==> config.mk <==
export PLATFORM = sky130hd
export DESIGN_NAME = seq_gen_flat
export DESIGN_NICKNAME = d
export VERILOG_FILES = /design/src/rtl/seq_gen_pkg.sv /design/src/rtl/seq_gen_if.sv /design/src/rtl/seq_gen_piso.sv /design/src/rtl/seq_gen.sv /design/src/flat_wrapper.sv
export SDC_FILE = /design/constraint.sdc
export NUM_CORES = 1
export LEC_CHECK = 0
export CAP_MARGIN = 20
export CELL_PAD_IN_SITES_DETAIL_PLACEMENT = 0
export CELL_PAD_IN_SITES_GLOBAL_PLACEMENT = 1
export CORE_MARGIN = 2
export CORE_UTILIZATION = 42
export DETAILED_ROUTE_END_ITERATION = 10
export PLACE_DENSITY = 0.86
export RECOVER_POWER = 50
export SKIP_CTS_REPAIR_TIMING = 1
export SYNTH_ARGS = -nofsm -noshare
export SYNTH_HDL_FRONTEND = slang
export SYNTH_SLANG_ARGS = --single-unit
==> constraint.sdc <==
create_clock -name clk -period 5.7 [get_ports clk]
set_clock_uncertainty 0.1 [all_clocks]
set_input_delay 0.57 -clock clk [delete_from_list [all_inputs] [get_ports clk]]
set_output_delay 0.57 -clock clk [all_outputs]
set_load 0.05 [all_outputs]
==> src/rtl/seq_gen_pkg.sv <==
// Shared types and defaults for the serial frame transmitter.
package seq_pkg;

   // Transmitter phases: idle, sync pattern, payload, inter-frame gap.
   typedef enum logic [1:0] {
      ST_IDLE = 2'd0,
      ST_SYNC = 2'd1,
      ST_DATA = 2'd2,
      ST_GAP  = 2'd3
   } state_t;

   localparam int         SYNC_W_DEF   = 4;
   localparam logic [3:0] SYNC_PAT_DEF = 4'b1011;

   function automatic int max3(input int a, input int b, input int c);
      int m;
      m = (a > b) ? a : b;
      return (m > c) ? m : c;
   endfunction

   // Counter must hold every per-state cycle index without wrapping.
   function automatic int cnt_width(input int a, input int b, input int c);
      int w;
      w = $clog2(max3(a, b, c) + 1);
      return (w < 1) ? 1 : w;
   endfunction

endpackage

==> src/rtl/seq_gen_if.sv <==
// Payload handshake and serial output bundle of the frame transmitter.
//
// Handshake: a payload transfers at a rising edge where load and ready are
// both high. ready is registered and never depends on load in the same cycle;
// load while ready is low is ignored and data_in is not sampled.
interface seq_gen_if #(
   parameter int DATA_W = 8
);
   import seq_pkg::*;

   logic              load;
   logic [DATA_W-1:0] data_in;
   logic              ready;
   logic              out;
   logic              out_valid;
   logic              frame_start;
   logic              done;
   state_t            state_dbg;

   // Payload source and serial line observer.
   modport master (
      output load,
      output data_in,
      input  ready,
      input  out,
      input  out_valid,
      input  frame_start,
      input  done,
      input  state_dbg
   );

   // The transmitter itself.
   modport slave (
      input  load,
      input  data_in,
      output ready,
      output out,
      output out_valid,
      output frame_start,
      output done,
      output state_dbg
   );

endinterface

==> src/rtl/seq_gen_piso.sv <==
// Parallel-in / serial-out register: load wins over shift, MSB is the serial tap.
module piso_shift #(
   parameter int W = 8
) (
   input  logic         clk,
   input  logic         rst,
   input  logic         load,
   input  logic         shift,
   input  logic [W-1:0] d,
   output logic         msb
);

   logic [W-1:0] sh_q;

   // Capture a new word or move the remaining bits one place toward the MSB.
   always_ff @(posedge clk or negedge rst) begin
      if (!rst) begin
         sh_q <= '0;
      end else if (load) begin
         sh_q <= d;
      end else if (shift) begin
         sh_q <= sh_q << 1;
      end
   end

   assign msb = sh_q[W-1];

endmodule

==> src/rtl/seq_gen.sv <==
// Serial frame transmitter: sync pattern, then payload MSB first, then an
// idle gap. Every output is a flop; the next output values are derived from
// the next state so each bit appears exactly in the cycle its state covers.
module seq_gen
   import seq_pkg::*;
#(
   parameter int                SYNC_W   = SYNC_W_DEF,
   parameter logic [SYNC_W-1:0] SYNC_PAT = SYNC_PAT_DEF,
   parameter int                DATA_W   = 8,
   parameter int                GAP      = 1,
   parameter logic              IDLE_BIT = 1'b0
) (
   input logic      clk,
   input logic      rst,
   seq_gen_if.slave bus
);

   localparam int CNT_W = cnt_width(SYNC_W, DATA_W, GAP);

   // Last cycle index inside each counted state.
   localparam logic [CNT_W-1:0] SYNC_LAST = CNT_W'(SYNC_W - 1);
   localparam logic [CNT_W-1:0] DATA_LAST = CNT_W'(DATA_W - 1);
   localparam logic [CNT_W-1:0] GAP_LAST  = CNT_W'((GAP > 0) ? (GAP - 1) : 0);

   state_t           state_q, state_d;
   logic [CNT_W-1:0] cnt_q, cnt_d;

   logic accept;
   logic sh_load, sh_shift, sh_msb;

   logic out_q, out_d;
   logic valid_q, valid_d;
   logic fs_q, fs_d;
   logic done_q, done_d;
   logic ready_q, ready_d;

   assign accept = bus.load && ready_q;

   // Payload holder; its MSB is the payload bit due on the line next.
   piso_shift #(
      .W (DATA_W)
   ) u_piso (
      .clk   (clk),
      .rst   (rst),
      .load  (sh_load),
      .shift (sh_shift),
      .d     (bus.data_in),
      .msb   (sh_msb)
   );

   // State and per-state cycle counter; the counter restarts on every state change.
   always_ff @(posedge clk or negedge rst) begin
      if (!rst) begin
         state_q <= ST_IDLE;
         cnt_q   <= '0;
      end else begin
         state_q <= state_d;
         cnt_q   <= cnt_d;
      end
   end

   // Next state: state_q/cnt_q describe the bit currently on the line.
   always_comb begin
      state_d = state_q;
      cnt_d   = cnt_q;
      case (state_q)
         ST_IDLE: begin
            if (accept) begin
               state_d = ST_SYNC;
               cnt_d   = '0;
            end
         end
         ST_SYNC: begin
            if (cnt_q == SYNC_LAST) begin
               state_d = ST_DATA;
               cnt_d   = '0;
            end else begin
               cnt_d = cnt_q + 1'b1;
            end
         end
         ST_DATA: begin
            if (cnt_q == DATA_LAST) begin
               state_d = (GAP > 0) ? ST_GAP : ST_IDLE;
               cnt_d   = '0;
            end else begin
               cnt_d = cnt_q + 1'b1;
            end
         end
         ST_GAP: begin
            if (cnt_q == GAP_LAST) begin
               state_d = ST_IDLE;
               cnt_d   = '0;
            end else begin
               cnt_d = cnt_q + 1'b1;
            end
         end
         default: begin
            state_d = ST_IDLE;
            cnt_d   = '0;
         end
      endcase
   end

   // Next output values, taken from the state the next cycle will be in.
   // The payload register shifts on the same edge its MSB is copied to out,
   // so the register always holds the bit for the following data cycle.
   always_comb begin
      out_d    = IDLE_BIT;
      valid_d  = 1'b0;
      fs_d     = accept;
      done_d   = 1'b0;
      ready_d  = (state_d == ST_IDLE);
      sh_load  = accept;
      sh_shift = 1'b0;
      case (state_d)
         ST_SYNC: begin
            valid_d = 1'b1;
            for (int i = 0; i < SYNC_W; i++) begin
               if (cnt_d == CNT_W'(SYNC_W - 1 - i)) begin
                  out_d = SYNC_PAT[i];
               end
            end
         end
         ST_DATA: begin
            valid_d  = 1'b1;
            out_d    = sh_msb;
            sh_shift = 1'b1;
            done_d   = (cnt_d == DATA_LAST);
         end
         default: begin
            out_d = IDLE_BIT;
         end
      endcase
   end

   // Output flops; reset leaves the line idle and ready low until the first edge.
   always_ff @(posedge clk or negedge rst) begin
      if (!rst) begin
         out_q   <= IDLE_BIT;
         valid_q <= 1'b0;
         fs_q    <= 1'b0;
         done_q  <= 1'b0;
         ready_q <= 1'b0;
      end else begin
         out_q   <= out_d;
         valid_q <= valid_d;
         fs_q    <= fs_d;
         done_q  <= done_d;
         ready_q <= ready_d;
      end
   end

   assign bus.out         = out_q;
   assign bus.out_valid   = valid_q;
   assign bus.frame_start = fs_q;
   assign bus.done        = done_q;
   assign bus.ready       = ready_q;
   assign bus.state_dbg   = state_q;

endmodule

==> src/flat_wrapper.sv <==
// flat-port wrapper written by rule: the top's interface ports become plain ports
module seq_gen_flat import seq_pkg::*;
#(
   parameter int                SYNC_W   = SYNC_W_DEF,
   parameter logic [SYNC_W-1:0] SYNC_PAT = SYNC_PAT_DEF,
   parameter int                DATA_W   = 8,
   parameter int                GAP      = 1,
   parameter logic              IDLE_BIT = 1'b0
)
  (clk, rst, bus_load, bus_data_in, bus_ready, bus_out, bus_out_valid, bus_frame_start, bus_done, bus_state_dbg);
  seq_gen_if #(.DATA_W(DATA_W)) bus_i ();
  input logic clk;
  input logic rst;
  input wire logic [$bits(bus_i.load)-1:0] bus_load;
  input wire logic [$bits(bus_i.data_in)-1:0] bus_data_in;
  output wire logic [$bits(bus_i.ready)-1:0] bus_ready;
  output wire logic [$bits(bus_i.out)-1:0] bus_out;
  output wire logic [$bits(bus_i.out_valid)-1:0] bus_out_valid;
  output wire logic [$bits(bus_i.frame_start)-1:0] bus_frame_start;
  output wire logic [$bits(bus_i.done)-1:0] bus_done;
  output wire logic [$bits(bus_i.state_dbg)-1:0] bus_state_dbg;
  assign bus_i.load = bus_load;
  assign bus_i.data_in = bus_data_in;
  assign bus_ready = bus_i.ready;
  assign bus_out = bus_i.out;
  assign bus_out_valid = bus_i.out_valid;
  assign bus_frame_start = bus_i.frame_start;
  assign bus_done = bus_i.done;
  assign bus_state_dbg = bus_i.state_dbg;
  seq_gen #(.SYNC_W(SYNC_W), .SYNC_PAT(SYNC_PAT), .DATA_W(DATA_W), .GAP(GAP), .IDLE_BIT(IDLE_BIT)) u_core (.clk(clk), .rst(rst), .bus(bus_i));
endmodule
==> metrics.txt, run 1 <==
Yosys cell types=31; clock sink count=19; Reg-to-Reg Start=u_core.cnt_q[0]; CTS root buf=clkbuf_4; fraction of layout cells with a size suffix above 1=approximately 8.6%; DRT Pass-1 Iters=4; Clock Path Buffers=2; Final setup viols=0; Fin. Hold Viols=0; Worst R2R Path Depth=9; CP Launch Type=input port; Core ar.=approximately 2300 µm²; RSZ-0062 raised after global routing=false; minimum clock period=just over 3 ns; diode count=0; max cap viols=0; setup TNS=0 ns; fill cell count=205; Clock power frac=roughly a tenth; initial antenna violation count=0; pwr dens=591 nW/µm²; first-pass GRT wire length=about 3100 µm; Post-Syn Area=1020 µm²; logic gate share of total power=56.0%; FMAX=327 MHz; Psw=0.333 mW; CP dominant cell by count=mux2i_1; vias after detailed routing=739; critical setup path kind=input port to flop; Worst EP arrival=3.11 ns; element type at the critical path end=flop; Switching Share=46.2%; Worst EP required=~5.8 ns; number of cells on the worst hold path=2; final net count=around 130; hold_sp=u_core.u_piso.sh_q[0]; Relative slew margins=43.2%; Slew @ Worst Pin=0.849 ns; RD Place Congestion=0.750; crit path max fanout=18; Final HPWL DP=between 1000 and 1500 µm; share of total power in sequential cells=34.5%; area of the multi-input gates=484 µm²; Hold Crit Class=flop to flop; vias in the first global route=726; Die H=about 53 µm; row cnt=17; DP Area=roughly 1200 µm²; io pins=18; Syn Inst Count=101; Total Wirelength=1790 µm; pin count of the biggest net entering global routing=20; status=complete, no violations; Final Cycle Share=between 50 and 60%; TritonCTS clock tree=built; post-synthesis sequential area ratio=46.4%; gr usage total=15.4%; Clock H-tree levels=1; DRT antenna net count=0; DR iter-0 viols=4; Syn Area/Cell=10.1 µm²; Synth Register Bits=19; Synth-to-Final Area Change=18.9%; Starting Density=a little under half; Max IR drop VDD=between 300 and 400 µV; final slew viol count=0; Die Span X=approximately 53 µm; grt total ovfl=0; CP peak stage delay=roughly 0.55 ns; syn_nets=117; Final Util=54.1%; wire per inst=approximately 12 µm; Post-route DRC=0; via-per-instance ratio=5.13; Int Pwr=0.388 mW; fin area=1220 µm²; die area=2850 µm²; Lkg Pwr=about 0.53 nW; Worst-Skew Late Latency=0.29 ns; Yosys Warn Count=0; CTS Buf Count=3; clock slew at reported path FFs=roughly 0.11 ns; Worst path slowest cell=dlygate4sd3_1; I/O Buffers=17; Hold Crit Endpoint=u_core.u_piso.sh_q[0]; area occupied by registers=~480 µm²; R2R setup slack=3.01 ns; worst path cell trace=dlygate4sd3_1 -> and2_0 -> mux2i_1 -> nor2_1 -> a221o_1 -> inv_1 -> ha_1 -> mux2i_1 -> o21ai_0; reg-to-reg critical path endpoint=u_core.u_piso.sh_q[6]
[flip-flops by register name (all words and copies together) (netlist names)]
register	flops
u_core.cnt_q	4
u_core.bus.frame_start	1
u_core.bus.out	1
u_core.bus.state_dbg	2
u_core.bus.out_valid	1
u_core.bus.ready	1
u_core.u_piso.sh_q	8
u_core.bus.done	1
[final cells by class]
cell class,instances,area share (%)
Clock buffer,3,1.85
Clock inverter,1,0.411
Inverter,7,2.16
Multi-Input combinational cell,69,39.7
Sequential cell,19,39.0
Tap cell,28,2.87
Timing Repair Buffer,17,14.0
[how the worst max path moves through the flow]
stage,from,to,slack [ns],depth (start not counted)
detailed placement,bus_load,u_core.u_piso.sh_q[6],2.62,9
finish,bus_load,u_core.u_piso.sh_q[6],2.64,9
global route,bus_load,u_core.u_piso.sh_q[6],2.41,9
global placement,bus_load,u_core.u_piso.sh_q[3],2.73,9
floorplan,u_core.bus.ready,u_core.u_piso.sh_q[4],3.22,10
CTS,bus_load,u_core.u_piso.sh_q[6],2.94,9
[power by group through the flow]
stage	combinational (mW)	sequential, mW	clock [mW]
after detailed placement	0.407	0.251	0
after floorplan	0.283	0.284	0
after global routing	0.445	0.258	0.0758
final	0.403	0.249	0.0686
after global placement	0.403	0.248	0
after CTS	0.408	0.248	0.0702
[worst max-delay path: cells and delay by family]
kind	cells	cell delay, ns
buf+inv	2	0.64
compound gates	2	0.41
mux	2	0.53
fa+ha+maj	1	0.47
simple gates	2	0.49
[metrics by stage]
step                hold slack [ns]  total power, mW  instances  setup slack (ns)
finish                        0.463            0.720        144              2.64
global route                  0.521            0.778        144              2.41
CTS                           0.463            0.726        144              2.94
detailed placement            0.445            0.658        140              2.62
global placement              0.441            0.652        140              2.73
floorplan                     0.174            0.567        101              3.22
[synthesized netlist by cell type (all sizes together)]
| master | count | area (µm²) |
|---|---|---|
| a211oi | 1 | 7.51 |
| a21oi | 2 | 10.0 |
| a221o | 1 | 10.0 |
| and2 | 1 | 6.26 |
| buf | 3 | 23.8 |
| clkbuf | 3 | 11.3 |
| dfrtp | 19 | 475 |
| ha | 5 | 62.6 |
| inv | 7 | 26.3 |
| mux2i | 8 | 80.1 |
| nand2 | 16 | 60.1 |
| nand2b | 3 | 18.8 |
| nand3 | 1 | 5.00 |
| nand3b | 2 | 15.0 |
| nand4 | 1 | 6.26 |
| nand4b | 1 | 8.76 |
| nor2 | 6 | 22.5 |
| nor2b | 1 | 6.26 |
| o211ai | 1 | 12.5 |
| o21a | 1 | 7.51 |
| o21ai | 9 | 45.0 |
| o22ai | 1 | 20.0 |
| o31ai | 3 | 27.5 |
| o32ai | 1 | 16.3 |
| or2 | 1 | 8.76 |
| or2b | 1 | 11.3 |
| or4 | 1 | 11.3 |
| xnor2 | 1 | 8.76 |
[cells by family (layout without fill, tap and decap cells)]
logic type / after synthesis / count (layout) / synth area share [%]
mux: 8 / 8 / 7.81
buf+inv: 13 / 28 / 5.98
compound gates: 20 / 20 / 15.3
fa+ha+maj: 5 / 5 / 6.11
xor+xnor: 1 / 1 / 0.855
flops: 19 / 19 / 46.4
simple gates: 35 / 35 / 17.6
[cell usage in the layout, fill, tap and decap left out, types with 2 or more instances in the layout]
| cell | count |
|---|---|
| o31ai_1 | 2 |
| a21oi_1 | 2 |
| nor2_1 | 6 |
| clkdlybuf4s50_1 | 15 |
| nand2b_1 | 3 |
| nand3b_1 | 2 |
| nand2_1 | 16 |
| mux2i_1 | 8 |
| o21ai_0 | 9 |
| ha_1 | 5 |
| dlygate4sd3_1 | 2 |
| inv_1 | 7 |
| dfrtp_1 | 19 |
| clkbuf_4 | 3 |
[metal layers]
| metal | wire, µm | GRT usage (%) | share of wire, % |
|---|---|---|---|
| met5 | 0 | 0 | 0 |
| met4 | 13 | 6.41 | 0.73 |
| met3 | 62 | 3.39 | 3.5 |
| met2 | 830 | 24.1 | 46 |
| met1 | 882 | 20.5 | 49 |
(Power assumes the default switching activity.)
==> run 2, diff against run 1 <==
--- a/config.mk
+++ b/config.mk
@@ -9,9 +9,9 @@
 export CELL_PAD_IN_SITES_DETAIL_PLACEMENT = 0
 export CELL_PAD_IN_SITES_GLOBAL_PLACEMENT = 1
 export CORE_MARGIN = 2
-export CORE_UTILIZATION = 42
+export CORE_UTILIZATION = 39
 export DETAILED_ROUTE_END_ITERATION = 10
-export PLACE_DENSITY = 0.86
+export PLACE_DENSITY = 0.81
 export RECOVER_POWER = 50
 export SKIP_CTS_REPAIR_TIMING = 1
 export SYNTH_ARGS = -nofsm -noshare
==> constraint.sdc (replaced) <==
create_clock -name clk -period 3.2 [get_ports clk]
set_clock_uncertainty 0.1 [all_clocks]
set_input_delay 0.32 -clock clk [delete_from_list [all_inputs] [get_ports clk]]
set_output_delay 0.32 -clock clk [all_outputs]
set_load 0.05 [all_outputs]
==> run 2 against run 1 <==
  * Register-to-register slack lost 2.4 ns
  * Final area stayed put
  * Cell count is 1.4% higher
  * Non-clock buffer count unchanged
  * Flip-flop and latch count stayed put
  * Critical endpoint is now u_core.u_piso.sh_q[1]
  * Critical path type unchanged
  * First-iteration DRC count grew to 2.8 times the previous value
==> metrics.txt, run 2 (synthesis gave the netlist of run 1 again) <==
Design Power=1.26 mW (was 0.720 mW); Hold WS=0.467 ns (was 0.463 ns); Final HPWL DP=1360 µm (was 1330 µm); Die Span X=55.3 µm (was 53.4 µm); crit path max fanout=18 (unchanged); CP dominant cell by count=mux2i_1 (unchanged); CP peak stage delay=0.43 ns (was 0.55 ns); Top delay family on crit path=buffers and inverters (unchanged); Worst EP required=3.25 ns (was 5.75 ns); DRT antenna net count=0 (unchanged); fraction of layout cells with a size suffix above 1=7.76% (was 8.62%); DRT Pass-1 Iters=6 (was 4); Final Cycle Share=between 80% and 90%; highest routed layer=met3 (was met4); die area=3050 µm² (was 2850 µm²); Clock Path Buffers=2 (unchanged); M1 wire length=835 µm (was 882 µm); DR iter-0 viols=11 (was 4); pwr dens=1040 nW/µm² (was 591 nW/µm²); RSZ-0062 raised after global routing=false (unchanged); worst path cell trace=clkdlybuf4s50_1 -> and2_0 -> mux2i_1 -> nor2_1 -> a221o_1 -> inv_1 -> ha_1 -> mux2i_1 -> o21ai_0 (was dlygate4sd3_1 -> and2_0 -> mux2i_1 -> nor2_1 -> a221o_1 -> inv_1 -> ha_1 -> mux2i_1 -> o21ai_0); Worst path slowest cell=and2_0 (was dlygate4sd3_1); final worst slack=0.577 ns (was 2.64 ns); fill cell count=255 (was 205); grt total ovfl=0 (unchanged); max reg flops=8 (unchanged); vias in the first global route=757 (was 726); pin count of the biggest net entering global routing=20 (unchanged); I/O Buffers=17 (unchanged); Clock H-tree levels=1 (unchanged); FMAX=between 300 and 400 MHz; max cap viols=0 (unchanged); Non-Filler Instances=146 (was 144); Setup WS pre-CTS=0.394 ns (was 2.62 ns); met2 wire len=867 µm (was 830 µm); minimum clock period=about 2.6 ns; via-per-instance ratio=5.05 (was 5.13); io pins=18 (unchanged); dpl cells=142 (was 140); vias after detailed routing=738 (was 739); diode count=0 (unchanged); Worst EP arrival=2.67 ns (was 3.11 ns); Relative slew margins=43.6% (was 43.2%); Post-route DRC=0 (unchanged); setup TNS=0 ns (unchanged); clock sink count=19 (unchanged); CTS Buf Count=3 (unchanged); final net count=133 (unchanged); Core ar.=2480 µm² (was 2250 µm²); final slew viol count=0 (unchanged); met3 WL post-DR=86 µm (was 62 µm); Worst-Skew Late Latency=0.28 ns (was 0.29 ns); Biggest register=u_core.u_piso.sh_q (unchanged); wire per inst=12.3 µm (was 12.4 µm); Slew @ Worst Pin=0.843 ns (was 0.849 ns); RD Place Congestion=0.712 (was 0.750); Starting Density=41.4% (was 45.4%); row cnt=18 (was 17); TritonCTS clock tree=built (unchanged); Fin. Hold Viols=0 (unchanged); Lkg Pwr=0.527 nW (was 0.529 nW); Die H=55.3 µm (was 53.4 µm); Synth-to-Final Area Change=18.9% (unchanged); CP Launch Type=input port (unchanged); Total Wirelength=1790 µm (unchanged); Hold Crit Class=input port to async pin (was flop to flop); CP Buf/Inv Count=2 (unchanged); CTS root buf=clkbuf_4 (unchanged); Final setup viols=0 (unchanged); clock slew at reported path FFs=0.10 ns (was 0.11 ns); initial antenna violation count=0 (unchanged); critical setup path kind=input port to flop (unchanged); most common cell after layout, fill and taps aside=dfrtp_1 (unchanged); first-pass GRT wire length=3170 µm (was 3120 µm); most frequent cells in the layout=19 x dfrtp_1, 16 x nand2_1, 16 x clkdlybuf4s50_1, 9 x o21ai_0, 8 x mux2i_1 (was 19 x dfrtp_1, 16 x nand2_1, 15 x clkdlybuf4s50_1, 9 x o21ai_0, 8 x mux2i_1); element type at the critical path end=flop (unchanged); Max IR drop VDD=476 µV (was 303 µV); status=complete, no violations (unchanged); gr usage total=12.6% (was 15.4%)
-- run 2: cell types whose count changed in the layout (fill, tap and decap cells not counted), sizes merged --
cell	previous run	this run
clkdlybuf4s50	15	16
clkbuf	3	4
dlygate4sd3	2	1
clkinv	1	0
-- run 2: stage by stage --
stage	util [%]	cell area, µm²
floorplan	-	1020
global route	49.2	1220
finish	49.2	1220
global placement	48.3	1200
CTS	49.4	1220
detailed placement	48.3	1200
-- run 2: path summary, 6_finish.rpt --
path                                       startpoint                 endpoint  slack, ns  depth (start not counted)
min in group clk                u_core.u_piso.sh_q[0]    u_core.u_piso.sh_q[0]       0.47                          2
worst min register to register  u_core.u_piso.sh_q[0]    u_core.u_piso.sh_q[0]       0.47                          2
worst max register to register        u_core.cnt_q[0]    u_core.u_piso.sh_q[1]       0.63                          9
worst min-delay path                              rst  u_core.bus.state_dbg[1]       0.47                          1
max in group asynchronous                         rst          u_core.cnt_q[2]       2.01                          1
worst max-delay path                         bus_load    u_core.u_piso.sh_q[1]       0.58                          9
-- run 2: metal layers --
metal	vias to the layer above	GRT usage, %
met5	-	0
met4	0	4.53
met3	0	2.81
li1	373	-
met1	345	15.2
met2	20	21.8
-- run 2: final cells by class --
type,instances,area [µm²],share of cell area [%]
tap,30,37.5,3.08
multi-input combinational,69,483,39.6
inverter,7,26.3,2.16
sequential,19,475,39.0
timing repair buffer,17,170,14.0
clock buffer,4,26.3,2.16
-- run 2: where the power goes --
group	leakage (nW)	internal (mW)	total (mW)	switching, mW
Clock	0.0150	0.0484	0.117	0.0685
Sequential	0.241	0.343	0.444	0.102
Combinational	0.271	0.299	0.702	0.403
